--- src/rtl/spi_apb_cmd_sequencer.sv ---
// Two-requester round-robin APB master that turns each granted command into one
// SETUP/ACCESS transfer and reports completion on a one-cycle response pulse.
module spi_apb_cmd_sequencer #(
  parameter int unsigned ADDR_W         = 3,
  parameter int unsigned DATA_W         = 8,
  parameter int unsigned TIMEOUT_CYCLES = 16,
  parameter int unsigned CNT_W          = 5
) (
  input  logic              pclk,
  input  logic              preset,
  input  logic              req0_valid,
  output logic              req0_ready,
  input  logic              req0_write,
  input  logic [ADDR_W-1:0] req0_addr,
  input  logic [DATA_W-1:0] req0_wdata,
  output logic              rsp0_valid,
  output logic [DATA_W-1:0] rsp0_rdata,
  output logic              rsp0_err,
  input  logic              req1_valid,
  output logic              req1_ready,
  input  logic              req1_write,
  input  logic [ADDR_W-1:0] req1_addr,
  input  logic [DATA_W-1:0] req1_wdata,
  output logic              rsp1_valid,
  output logic [DATA_W-1:0] rsp1_rdata,
  output logic              rsp1_err,
  output logic [ADDR_W-1:0] paddr,
  output logic              psel,
  output logic              penable,
  output logic              pwrite,
  output logic [DATA_W-1:0] pwdata,
  input  logic [DATA_W-1:0] prdata,
  input  logic              pready,
  input  logic              pslverr,
  output logic              busy
);

  typedef enum logic [1:0] {StIdle, StSetup, StAccess, StResp} state_e;

  state_e            state_q, state_d;
  logic              ptr_q, ptr_d;
  logic              id_q, id_d;
  logic [CNT_W-1:0]  cnt_q, cnt_d, cnt_inc;
  logic              psel_d, penable_d, pwrite_d, busy_d;
  logic [ADDR_W-1:0] paddr_d;
  logic [DATA_W-1:0] pwdata_d, rdata_d;
  logic              rsp0_valid_d, rsp1_valid_d, rsp_err_d, rsp_fire;
  logic              grant, handshake, timeout_hit;

  // A lone valid wins outright; on a tie the pointer picks.
  assign grant      = (req0_valid ^ req1_valid) ? req1_valid : ptr_q;
  assign req0_ready = !preset && (state_q == StIdle) && !grant;
  assign req1_ready = !preset && (state_q == StIdle) && grant;
  assign handshake  = (req0_valid && req0_ready) || (req1_valid && req1_ready);

  assign cnt_inc     = cnt_q + 1'b1;
  assign timeout_hit = (TIMEOUT_CYCLES != 0) && (cnt_inc == CNT_W'(TIMEOUT_CYCLES));

  always_comb begin
    state_d   = state_q;
    ptr_d     = ptr_q;
    id_d      = id_q;
    cnt_d     = cnt_q;
    psel_d    = 1'b0;
    penable_d = 1'b0;
    paddr_d   = paddr;
    pwrite_d  = pwrite;
    pwdata_d  = pwdata;
    rsp_fire  = 1'b0;
    rsp_err_d = 1'b0;
    rdata_d   = '0;
    unique case (state_q)
      StIdle: begin
        cnt_d = '0;
        if (handshake) begin
          id_d     = grant;
          ptr_d    = ~grant;
          paddr_d  = grant ? req1_addr  : req0_addr;
          pwrite_d = grant ? req1_write : req0_write;
          pwdata_d = grant ? req1_wdata : req0_wdata;
          psel_d   = 1'b1;
          state_d  = StSetup;
        end
      end
      StSetup: begin
        psel_d    = 1'b1;
        penable_d = 1'b1;
        state_d   = StAccess;
      end
      StAccess: begin
        cnt_d = cnt_inc;
        if (pready) begin
          rsp_fire  = 1'b1;
          rsp_err_d = pslverr;
          // Writes and slave errors return zero data.
          rdata_d   = (pwrite || pslverr) ? '0 : prdata;
          state_d   = StResp;
        end else if (timeout_hit) begin
          rsp_fire  = 1'b1;
          rsp_err_d = 1'b1;
          state_d   = StResp;
        end else begin
          psel_d    = 1'b1;
          penable_d = 1'b1;
        end
      end
      StResp: begin
        cnt_d   = '0;
        state_d = StIdle;
      end
      default: state_d = StIdle;
    endcase
    rsp0_valid_d = rsp_fire && !id_q;
    rsp1_valid_d = rsp_fire && id_q;
    busy_d       = (state_d != StIdle);
  end

  always_ff @(posedge pclk) begin
    if (preset) begin
      state_q    <= StIdle;
      ptr_q      <= 1'b0;
      id_q       <= 1'b0;
      cnt_q      <= '0;
      psel       <= 1'b0;
      penable    <= 1'b0;
      paddr      <= '0;
      pwrite     <= 1'b0;
      pwdata     <= '0;
      rsp0_valid <= 1'b0;
      rsp0_rdata <= '0;
      rsp0_err   <= 1'b0;
      rsp1_valid <= 1'b0;
      rsp1_rdata <= '0;
      rsp1_err   <= 1'b0;
      busy       <= 1'b0;
    end else begin
      state_q    <= state_d;
      ptr_q      <= ptr_d;
      id_q       <= id_d;
      cnt_q      <= cnt_d;
      psel       <= psel_d;
      penable    <= penable_d;
      paddr      <= paddr_d;
      pwrite     <= pwrite_d;
      pwdata     <= pwdata_d;
      rsp0_valid <= rsp0_valid_d;
      rsp0_rdata <= rsp0_valid_d ? rdata_d : '0;
      rsp0_err   <= rsp0_valid_d && rsp_err_d;
      rsp1_valid <= rsp1_valid_d;
      rsp1_rdata <= rsp1_valid_d ? rdata_d : '0;
      rsp1_err   <= rsp1_valid_d && rsp_err_d;
      busy       <= busy_d;
    end
  end

endmodule

--- config.mk ---
export PLATFORM = sky130hd
export DESIGN_NAME = spi_apb_cmd_sequencer
export DESIGN_NICKNAME = d
export VERILOG_FILES = /design/src/rtl/spi_apb_cmd_sequencer.sv
export SDC_FILE = /design/constraint.sdc
export NUM_CORES = 1
export LEC_CHECK = 0
export BUFFER_PORTS_ARGS = -buffer_cell sky130_fd_sc_hd__buf_2
export CAP_MARGIN = 20
export CORE_MARGIN = 2
export CORE_UTILIZATION = 49
export CTS_BUF_LIST = sky130_fd_sc_hd__clkbuf_4
export CTS_CLUSTER_DIAMETER = 80
export DETAILED_ROUTE_END_ITERATION = 8
export PLACE_DENSITY = 0.85
export SETUP_SLACK_MARGIN = 0.05
export SYNTH_ARGS = -nofsm -noshare
export SYNTH_HDL_FRONTEND = slang
export SYNTH_SLANG_ARGS = --single-unit
export TNS_END_PERCENT = 1
--- constraint.sdc ---
create_clock -name pclk -period 2.4 [get_ports pclk]
set_clock_uncertainty 0.2 [all_clocks]
set_input_delay 0.72 -clock pclk [delete_from_list [all_inputs] [get_ports pclk]]
set_output_delay 0.72 -clock pclk [all_outputs]
set_load 0.005 [all_outputs]
==> results of run 1 <==
[what timing repair did]
| item | in CTS | in global routing |
|---|---|---|
| gates resized for setup | 2 | 3 |
| setup buffers | 0 | 0 |
| endpoints found under the setup margin | 2 | 2 |
[kinds of logic after synthesis]
group / after synthesis
muxes: 1
and+or+nand+nor: 70
buffers and inverters: 15
AOI/OAI and AO/OA: 48
adders and majority gates: 8
DFF: 44
[path summary, 6_finish.rpt]
kind	from	to	slack, ps	cells after the start
max reg2reg	state_q[1]	state_q[0]	570	6
min reg2reg	id_q	rsp1_valid	340	2
max	req0_valid	req1_ready	90	5
min	id_q	rsp1_valid	340	2
[layer usage]
metal	track usage (%)	routed length, um
met1	22.27	1620
met2	35.03	1936
met3	4.754	271
met4	5.851	42
met5	0	0
[final cells by class]
cell class	count	area (sq um)	share of cell area, %
multi-input combinational	127	839.6	36.09
tap	46	57.56	2.474
inverter	8	30.03	1.291
clock inverter	3	42.54	1.829
clock buffer	5	37.54	1.614
sequential	44	880.8	37.87
timing repair buffer	83	437.9	18.83
[Yosys cell counts (all sizes together), types with 4 or more instances]
| library cell | number | area, sq um |
|---|---|---|
| a21oi | 19 | 95.09 |
| a22oi | 13 | 107.6 |
| nand2b | 4 | 32.53 |
| and2 | 16 | 100.1 |
| ha | 7 | 87.58 |
| buf | 4 | 38.78 |
| nand2 | 17 | 66.32 |
| nor2 | 17 | 63.81 |
| inv | 8 | 30.03 |
| nand3 | 4 | 20.02 |
| dfxtp | 44 | 880.8 |
[power groups by stage]
stage	Combinational [mW]	Clock (mW)	Sequential, mW
floorplan	0.434	0	0.904
global placement	0.603	0	0.903
detailed placement	0.619	0	0.904
CTS	0.629	0.457	0.889
global route	0.745	0.496	0.905
finish	0.665	0.445	0.891
[registers in the layout, indices dropped and copies added, names as in the netlist, 2 cells and up]
| signal | flops |
|---|---|
| state_q | 2 |
| rsp0_rdata | 8 |
| cnt_q | 5 |
| pwdata | 8 |
| paddr | 3 |
| rsp1_rdata | 8 |
[worst min-delay path: cells and delay by family, from the launching register on]
family	cells	cell delay (ps)
flops	1	370
simple gates	2	140
[through the flow]
stage	setup slack, ps	power [mW]	hold WS (ps)	utilization (%)
after floorplan	245.8	1.339	273.5	-
after global placement	36.52	1.506	311.6	65.13
after detailed placement	28.38	1.523	326.9	65.13
after CTS	69.64	1.975	347.0	67.58
after global routing	52.42	2.146	352.1	68.10
final	87.00	2.002	342.1	68.10
==> reports/qor.yml, run 1 <==
finalHoldViolCount: 0
routed_wl_um: 3870
crit_fanout: 2
final_area_sq_mm: 0.002326
wl_per_cell_um: 12.25
crit_top_cell: "buf_2"
grt_start_max_net_pins: 17
syn_to_final_growth_pct: 30.73
ant_nets: 0
final_cells: 316
cts_tree: "built"
placed_area_sq_mm: 0.002225
layout_commonest_cell: "buf_2"
grt_pass1_wl_um: 6299
cts_num_sinks: 44
nets: 314
fmaxAchievable_ghz: 0.4323
grt_remaining_overflow: 0
slowest_stage: "maj3_2"
drt_pre_antenna_iters: 4
synthArstFlopShare_pct: 0
power_density_mw_per_mm2: 860.7
cp-start-kind: "input pin"
synth_top_family_by_area: "simple AND/OR/NAND/NOR gates"
drc: 0
leakage_nw: 1.108
status: "finished, final reports clean"
root_buffer: "clkbuf_4"
synth-simple-area-share_pct: 20.53
p_switching_mw: 0.6475
initial_core_util_pct: 52.09
worstPathRequired_ps: 1480
min_period_ps: 2313
path_clk_slew_ps: 120
p_sw_share_pct: 32.34
io_pins: 75
grt_use_total_pct: 19.32
synthFlopType: "dfxtp_1"
muxShareOfSynthArea_pct: 0.5626
critPathArrivalTime_ps: 1390
drive_above_1_share_pct: 38.15
worstPathCellList: "buf_2 > inv_1 > maj3_2 > nor2b_4 > buf_2"
vias: 1601
combPwrFrac_pct: 33.2
cts_hold_buffers: 0
fin_crit_sh_pct: 96.37
die_x_um: 64.26
setup_violations: 0
slew_viol_final: 0
antenna_found_initial: 0
ys_types: 38
tns_ps: 0
grt_pass1_vias: 1471
worstHoldPathType: "flip-flop to flip-flop"
portBuffers: 74
drt_first_iter_violations: 97
timing_worst_setup_path_type: "input pin to output port"
power_frac_clock_pct: 22.3
seqPwrFrac_pct: 44.5
syn_nets: 231
endpoint_kind: "output port"
cts_htree_levels: 2
synth_edf_count: 0
clk_latency_ps: 340
ys_ff_latch: 44
crit_buf_inv: 3
syn_avg_cell_area_sq_um: 9.566
rows: 21
numCtsBuffers: 5
critPathTopFamily: "adder cells"
synth-compound-area-share_pct: 19.41
rsz0062_at_grt: "false"
core_region_area_sq_mm: 0.003416
synthXorXnorAreaFrac_pct: 0
peakVddDrop_v: 0.0007102
clock_path_buffers: 2
antenna_cells: 0
via_per_inst: 5.066
dpl.cell_count: 308
synth_fa_ha_area_share_pct: 5.485
worstMarginPinSlew_ps: 377.2
mostFrequentLayoutCells: "buf_2 (74), dfxtp_1 (44), a21oi_1 (19)"
synth_cells: 186
dieArea_sq_mm: 0.004129
die_y_um: 64.26
netlist_area_sq_mm: 0.001779
maxCapViolations: 0
p_int_mw: 1.355
max_stage_delay_ps: 310
slew_headroom_pct: 74.78
dp_hpwl_um: 2839
yosysSeqAreaShare_pct: 49.51
fill_cells: 299
gp_congestion: 0.7813
ys_warn_count: 0
Note: power is estimated with default switching activity, not from simulation.
==> run 2, diff against run 1 <==
BUFFER_PORTS_ARGS = -buffer_cell sky130_fd_sc_hd__clkbuf_2   (was -buffer_cell sky130_fd_sc_hd__buf_2)
==> run 2 against run 1 <==
Effect of this change: sequential power increased by 0.6%; hold slack improved by 1.5 ps; sequential share of layout area increased by 0.45 points; count of clock-buffer cells in the layout did not move; fmax increased by 0.32%; via count is 1.7% lower; clock power is 4.7% higher; utilization shrank 0.70 points; first-iteration DRC count is 4.1% lower; non-clock buffer count is 3 lower; combinational power shrank 3%; highest routed layer unchanged.
==> reports/qor.yml, run 2 (synthesis results as in run 1) <==
status: "finished, final reports clean"  # unchanged
postCtsSetupBuffers: 0  # unchanged
dp_hpwl_um: 2835  # was 2839 um
drt_first_iter_violations: 93  # was 97
tns_ps: 0  # unchanged
via_per_inst: 5.029  # was 5.066
portBuffers: 74  # unchanged
power_mw: 2.010  # was 2.002 mW
slowest_stage: "maj3_2"  # unchanged
leakage_nw: 1.070  # was 1.108 nW
rows: 21  # unchanged
grt_start_max_net_pins: 27  # was 17
core_region_area_sq_mm: 0.003416  # unchanged
die_x_um: 64.26  # unchanged
timing_worst_setup_path_type: "input pin to output port"  # unchanged
cts_htree_levels: 2  # unchanged
drc: 0  # unchanged
endpoint_kind: "output port"  # unchanged
worstPathRequired_ps: 1480  # about the same
slew_viol_final: 0  # unchanged
drt_pre_antenna_iters: 4  # unchanged
critPathTopFamily: "adder cells"  # unchanged
fin_crit_sh_pct: 96.07  # was 96.37%
r2r-start: "state_q[0]"  # was state_q[1]
die_y_um: 64.26  # unchanged
r2r-end: "rsp0_rdata[2]"  # was state_q[0]
finalHoldViolCount: 0  # unchanged
cts_num_sinks: 44  # unchanged
crit_cells: 5  # unchanged
grt_pass1_vias: 1594  # was 1,471
slew_headroom_pct: 73.44  # was 74.78%
worstHoldPathType: "flip-flop to flip-flop"  # unchanged
wl_per_cell_um: 11.96  # was 12.25 um
vias: 1574  # was 1,601
gp_congestion: 0.7761  # was 0.7813
rsz0062_at_grt: "false"  # unchanged
grt_remaining_overflow: 0  # unchanged
clk_latency_ps: 350  # was 340 ps
crit_top_cell: "clkbuf_2"  # was buf_2
grt_use_total_pct: 19.78  # was 19.32%
dieArea_sq_mm: 0.004129  # unchanged
antenna_cells: 0  # unchanged
antenna_found_initial: 0  # unchanged
routed_wl_um: 3743  # was 3870 um
clock_path_buffers: 2  # unchanged
root_buffer: "clkbuf_4"  # unchanged
peakVddDrop_v: 0.0005811  # was 0.0007102 V
setup_violations: 0  # unchanged
numCtsBuffers: 5  # unchanged
ant_nets: 0  # unchanged
worstRegToRegCells: 6  # unchanged
mostFrequentLayoutCells: "clkbuf_2 (74), dfxtp_1 (43), a21oi_1 (19)"  # was buf_2 (74), dfxtp_1 (44), a21oi_1 (19)
fmaxAchievable_ghz: 0.4337  # was 0.4323 GHz
layout_commonest_cell: "clkbuf_2"  # was buf_2
crit_buf_inv: 3  # unchanged
crit_end: "req1_ready"  # unchanged
path_clk_slew_ps: 130  # was 120 ps
min_period_ps: 2306  # was 2313 ps
reg2reg_setup_slack_ps: 550  # was 570 ps
grt_pass1_wl_um: 6417  # was 6299 um
crit_fanout: 2  # unchanged
cp-startpoint: "req0_valid"  # unchanged
cts_tree: "built"  # unchanged
worstMarginPinSlew_ps: 397.0  # was 377.2 ps
cp-start-kind: "input pin"  # unchanged
io_pins: 75  # unchanged
top_regs: "pwdata: 8 flops, rsp0_rdata: 8 flops, rsp1_rdata: 8 flops"  # unchanged
maxCapViolations: 0  # unchanged
cts_hold_buffers: 0  # unchanged
power_density_mw_per_mm2: 873.3  # was 860.7 mW/mm^2
max_stage_delay_ps: 300  # was 310 ps
syn_to_final_growth_pct: 29.40  # was 30.73%
worstPathCellList: "clkbuf_2 > inv_1 > maj3_2 > nor2b_1 > clkbuf_2"  # was buf_2 > inv_1 > maj3_2 > nor2b_4 > buf_2
drive_above_1_share_pct: 38.20  # was 38.15%
critPathArrivalTime_ps: 1390  # about the same
fill_cells: 290  # was 299
initial_core_util_pct: 52.09  # unchanged
nets: 311  # was 314
==> run 2: layout make-up <==
| type | instances | area [sq um] | share of cell area [%] |
|---|---|---|---|
| Clock inverter | 3 | 47.55 | 2.065 |
| Inverter | 8 | 30.03 | 1.304 |
| Multi-Input combinational cell | 127 | 832.0 | 36.14 |
| Tap cell | 46 | 57.56 | 2.500 |
| Clock buffer | 5 | 37.54 | 1.630 |
| Timing Repair Buffer | 80 | 415.4 | 18.04 |
| Sequential cell | 44 | 882.1 | 38.32 |
==> run 2: worst min path at each step <==
stage	start	endpoint	slack [ps]	cells past startpoint
floorplan	id_q	rsp1_valid	270	2
global placement	cnt_q[4]	cnt_q[4]	310	2
detailed placement	cnt_q[4]	cnt_q[4]	330	2
CTS	cnt_q[4]	cnt_q[4]	340	2
global route	prdata[7]	rsp1_rdata[7]	350	2
finish	cnt_q[4]	cnt_q[4]	340	2
==> run 2: power by group <==
part	switching, mW	internal (mW)	total [mW]
sequential	0.0696	0.827	0.896
combinational	0.345	0.303	0.648
clock	0.244	0.223	0.466
==> run 2: through the flow <==
step                      hold WS [ps]  instances  setup slack (ps)  cell area [sq um]  util (%)
final                            343.7        313             94.32               2302     67.40
after detailed placement         328.1        305             39.72               2202     64.47
after CTS                        344.6        313             52.07               2291     67.07
after global placement           314.7        305             47.08               2202     64.47
after floorplan                  273.5        186             245.8               1779         -
after global routing             350.2        313             56.65               2302     67.40
==> run 2: per-layer routing <==
layer,vias up,wire (um),track usage [%]
met5,-,0,0
met4,0,49,7.713
met3,6,206,4.754
met2,42,1877,35.81
met1,718,1609,22.19
li1,808,-,-
==> run 2: worst register-to-register path: cells and delay by family (launching register included) <==
kind | cells | cell delay, ps
flip-flops | 1 | 370
adder cells (fa/ha/maj) | 1 | 180
AND/OR/NAND/NOR | 4 | 970
buffers and inverters | 1 | 90
==> run 2: timing repair <==
action                                  in CTS  in global routing
resized for setup                            2                  4
pin swaps                                    0                  0
endpoints found under the setup margin       2                  2
==> run 3, diff against run 2 <==
==> constraint.sdc (replaced) <==
create_clock -name pclk -period 2.4 [get_ports pclk]
set_clock_uncertainty 0.2 [all_clocks]
set_input_delay 0.6 -clock pclk [delete_from_list [all_inputs] [get_ports pclk]]
set_output_delay 0.6 -clock pclk [all_outputs]
set_load 0.005 [all_outputs]
==> run 3 against run 2 <==
Effect of this change: die area stayed put; total power fell by 1.9%; flip-flop and latch count unchanged; count of clock-buffer cells in the layout stayed put; via count is 1.6% lower; global-route usage fell by 1.3 points; highest routed layer unchanged.
==> reports/qor.yml, run 3 (synthesis results as in run 1) <==
endpoint_kind: "output port"  # unchanged
route.met2.wl_um: 1805  # was 1877 um
p_sw_share_pct: 32.69  # was 32.73%
status: "finished, final reports clean"  # unchanged
numCtsBuffers: 5  # unchanged
crit_fanout: 6  # was 2
worstRegToRegCells: 6  # unchanged
cts_tree: "built"  # unchanged
antenna_found_initial: 0  # unchanged
route.met3.wl_um: 246  # was 206 um
die_y_um: 64.26  # unchanged
top_regs: "pwdata: 8 flops, rsp0_rdata: 8 flops, rsp1_rdata: 8 flops"  # unchanged
clock_path_buffers: 2  # unchanged
p_int_mw: 1.328  # was 1.352 mW
antenna_cells: 0  # unchanged
grt_remaining_overflow: 0  # unchanged
setup_violations: 0  # unchanged
wl_per_cell_um: 11.89  # was 11.96 um
worstPathRequired_ps: 1600  # was 1480 ps
cts_num_sinks: 44  # unchanged
r2r-end: "rsp0_rdata[3]"  # was rsp0_rdata[2]
dieArea_sq_mm: 0.004129  # unchanged
routed_wl_um: 3686  # was 3743 um
min_from: "prdata[4]"  # was cnt_q[4]
p_switching_mw: 0.6449  # was 0.6581 mW
via_per_inst: 4.997  # was 5.029
drt_first_iter_violations: 106  # was 93
crit_top_cell: "clkbuf_2"  # unchanged
final_area_sq_mm: 0.002267  # was 0.002302 sq mm
ant_nets: 0  # unchanged
grt_pass1_wl_um: 5878  # was 6417 um
top_layer: "met4"  # unchanged
finalHoldViolCount: 0  # unchanged
final-seq-area_sq_um: 880.8  # was 882.1 sq um
power_density_mw_per_mm2: 870.3  # was 873.3 mW/mm^2
seqPwrFrac_pct: 45.2  # was 44.6%
root_buffer: "clkbuf_4"  # unchanged
cp-start-kind: "input pin"  # unchanged
critPathArrivalTime_ps: 1430  # was 1390 ps
die_x_um: 64.26  # unchanged
power_frac_clock_pct: 23.7  # was 23.2%
r2r-start: "state_q[0]"  # unchanged
portBuffers: 74  # unchanged
max_stage_delay_ps: 360  # was 300 ps
cts_hold_buffers: 0  # unchanged
combPwrFrac_pct: 31.1  # was 32.2%
rsz0062_at_grt: "false"  # unchanged
core_region_area_sq_mm: 0.003416  # unchanged
drt_pre_antenna_iters: 4  # unchanged
dp_hpwl_um: 2757  # was 2835 um
maxCapViolations: 0  # unchanged
peakVddDrop_v: 0.0005939  # was 0.0005811 V
reg2reg_setup_slack_ps: 470  # was 550 ps
mostFrequentLayoutCells: "clkbuf_2 (74), dfxtp_1 (44), a21oi_1 (19)"  # was clkbuf_2 (74), dfxtp_1 (43), a21oi_1 (19)
drive_above_1_share_pct: 35.98  # was 38.20%
crit_buf_inv: 3  # unchanged
tns_ps: 0  # unchanged
initial_core_util_pct: 52.09  # unchanged
grt_pass1_vias: 1337  # was 1,594
multi_input_area_sq_um: 820.8  # was 832.0 sq um
placed_area_sq_mm: 0.002180  # was 0.002202 sq mm
critPathTopFamily: "adder cells"  # unchanged
slew_headroom_pct: 69.66  # was 73.44%
worstMarginPinSlew_ps: 453.4  # was 397.0 ps
leakage_nw: 1.051  # was 1.070 nW
syn_to_final_growth_pct: 27.43  # was 29.40%
fmaxAchievable_ghz: 0.4485  # was 0.4337 GHz
grt_use_total_pct: 18.43  # was 19.78%
io_pins: 75  # unchanged
holdPathStages: 2  # unchanged
worstHoldPathType: "input pin to flip-flop"  # was flip-flop to flip-flop
min_period_ps: 2229  # was 2306 ps
vias: 1549  # was 1,574
gp_congestion: 0.7856  # was 0.7761
grt_start_max_net_pins: 18  # was 27
cts_htree_levels: 2  # unchanged
worstPathCellList: "clkbuf_2 > inv_1 > maj3_1 > nor2b_1 > clkbuf_2"  # was clkbuf_2 > inv_1 > maj3_2 > nor2b_1 > clkbuf_2
wl_met1_um: 1584  # was 1609 um
drc: 0  # unchanged
fill_cells: 291  # was 290
path_clk_slew_ps: 140  # was 130 ps
rows: 21  # unchanged
min_to: "rsp1_rdata[4]"  # was cnt_q[4]
clk_latency_ps: 350  # about the same
slew_viol_final: 0  # unchanged
nets: 308  # was 311
slowest_stage: "maj3_1"  # was maj3_2
timing_worst_setup_path_type: "input pin to output port"  # unchanged
fin_crit_sh_pct: 92.90  # was 96.07%
layout_commonest_cell: "clkbuf_2"  # unchanged
-- run 3: layout make-up --
cell class | count | share of cell area [%]
clock buffer | 5 | 1.656
clock inverter | 3 | 2.097
multi-input combinational | 127 | 36.20
sequential | 44 | 38.85
timing repair buffer | 77 | 17.33
tap | 46 | 2.539
inverter | 8 | 1.325
-- run 3: power groups by stage --
stage,Clock (mW),Combinational (mW),Sequential (mW)
after floorplan,0,0.434,0.904
after global placement,0,0.593,0.906
after detailed placement,0,0.608,0.908
after CTS,0.476,0.613,0.892
after global routing,0.509,0.699,0.907
final,0.468,0.614,0.891
-- run 3: timing repair --
| action | in CTS | in global routing |
|---|---|---|
| endpoints found under the setup margin | 0 | 2 |
| resized for setup | 0 | 1 |
| setup buffers | 0 | 0 |
-- run 3: routing by layer --
layer  track usage, %  up-vias
li1                 -      801
met1            22.38      686
met2            31.90       57
met3            4.754        5
met4            5.585        0
met5                0        -
-- run 3: per-stage QoR --
step	setup WS, ps	std cells	util (%)	power [mW]	hold slack [ps]
after floorplan	485.8	186	-	1.339	273.5
after global placement	196.6	302	63.81	1.500	311.4
after detailed placement	174.9	302	63.81	1.516	324.2
after CTS	107.0	310	66.30	1.980	234.2
after global routing	73.91	310	66.37	2.114	220.4
final	170.5	310	66.37	1.973	240.7
-- run 3: how the worst max path moves through the flow --
stage | from | end | slack [ps] | cells after the start
floorplan | req0_valid | req1_ready | 490 | 3
global placement | req0_valid | req1_ready | 200 | 5
detailed placement | req0_valid | req1_ready | 170 | 5
CTS | state_q[0] | req1_ready | 110 | 5
global route | state_q[0] | req0_ready | 70 | 5
finish | req0_valid | req1_ready | 170 | 5
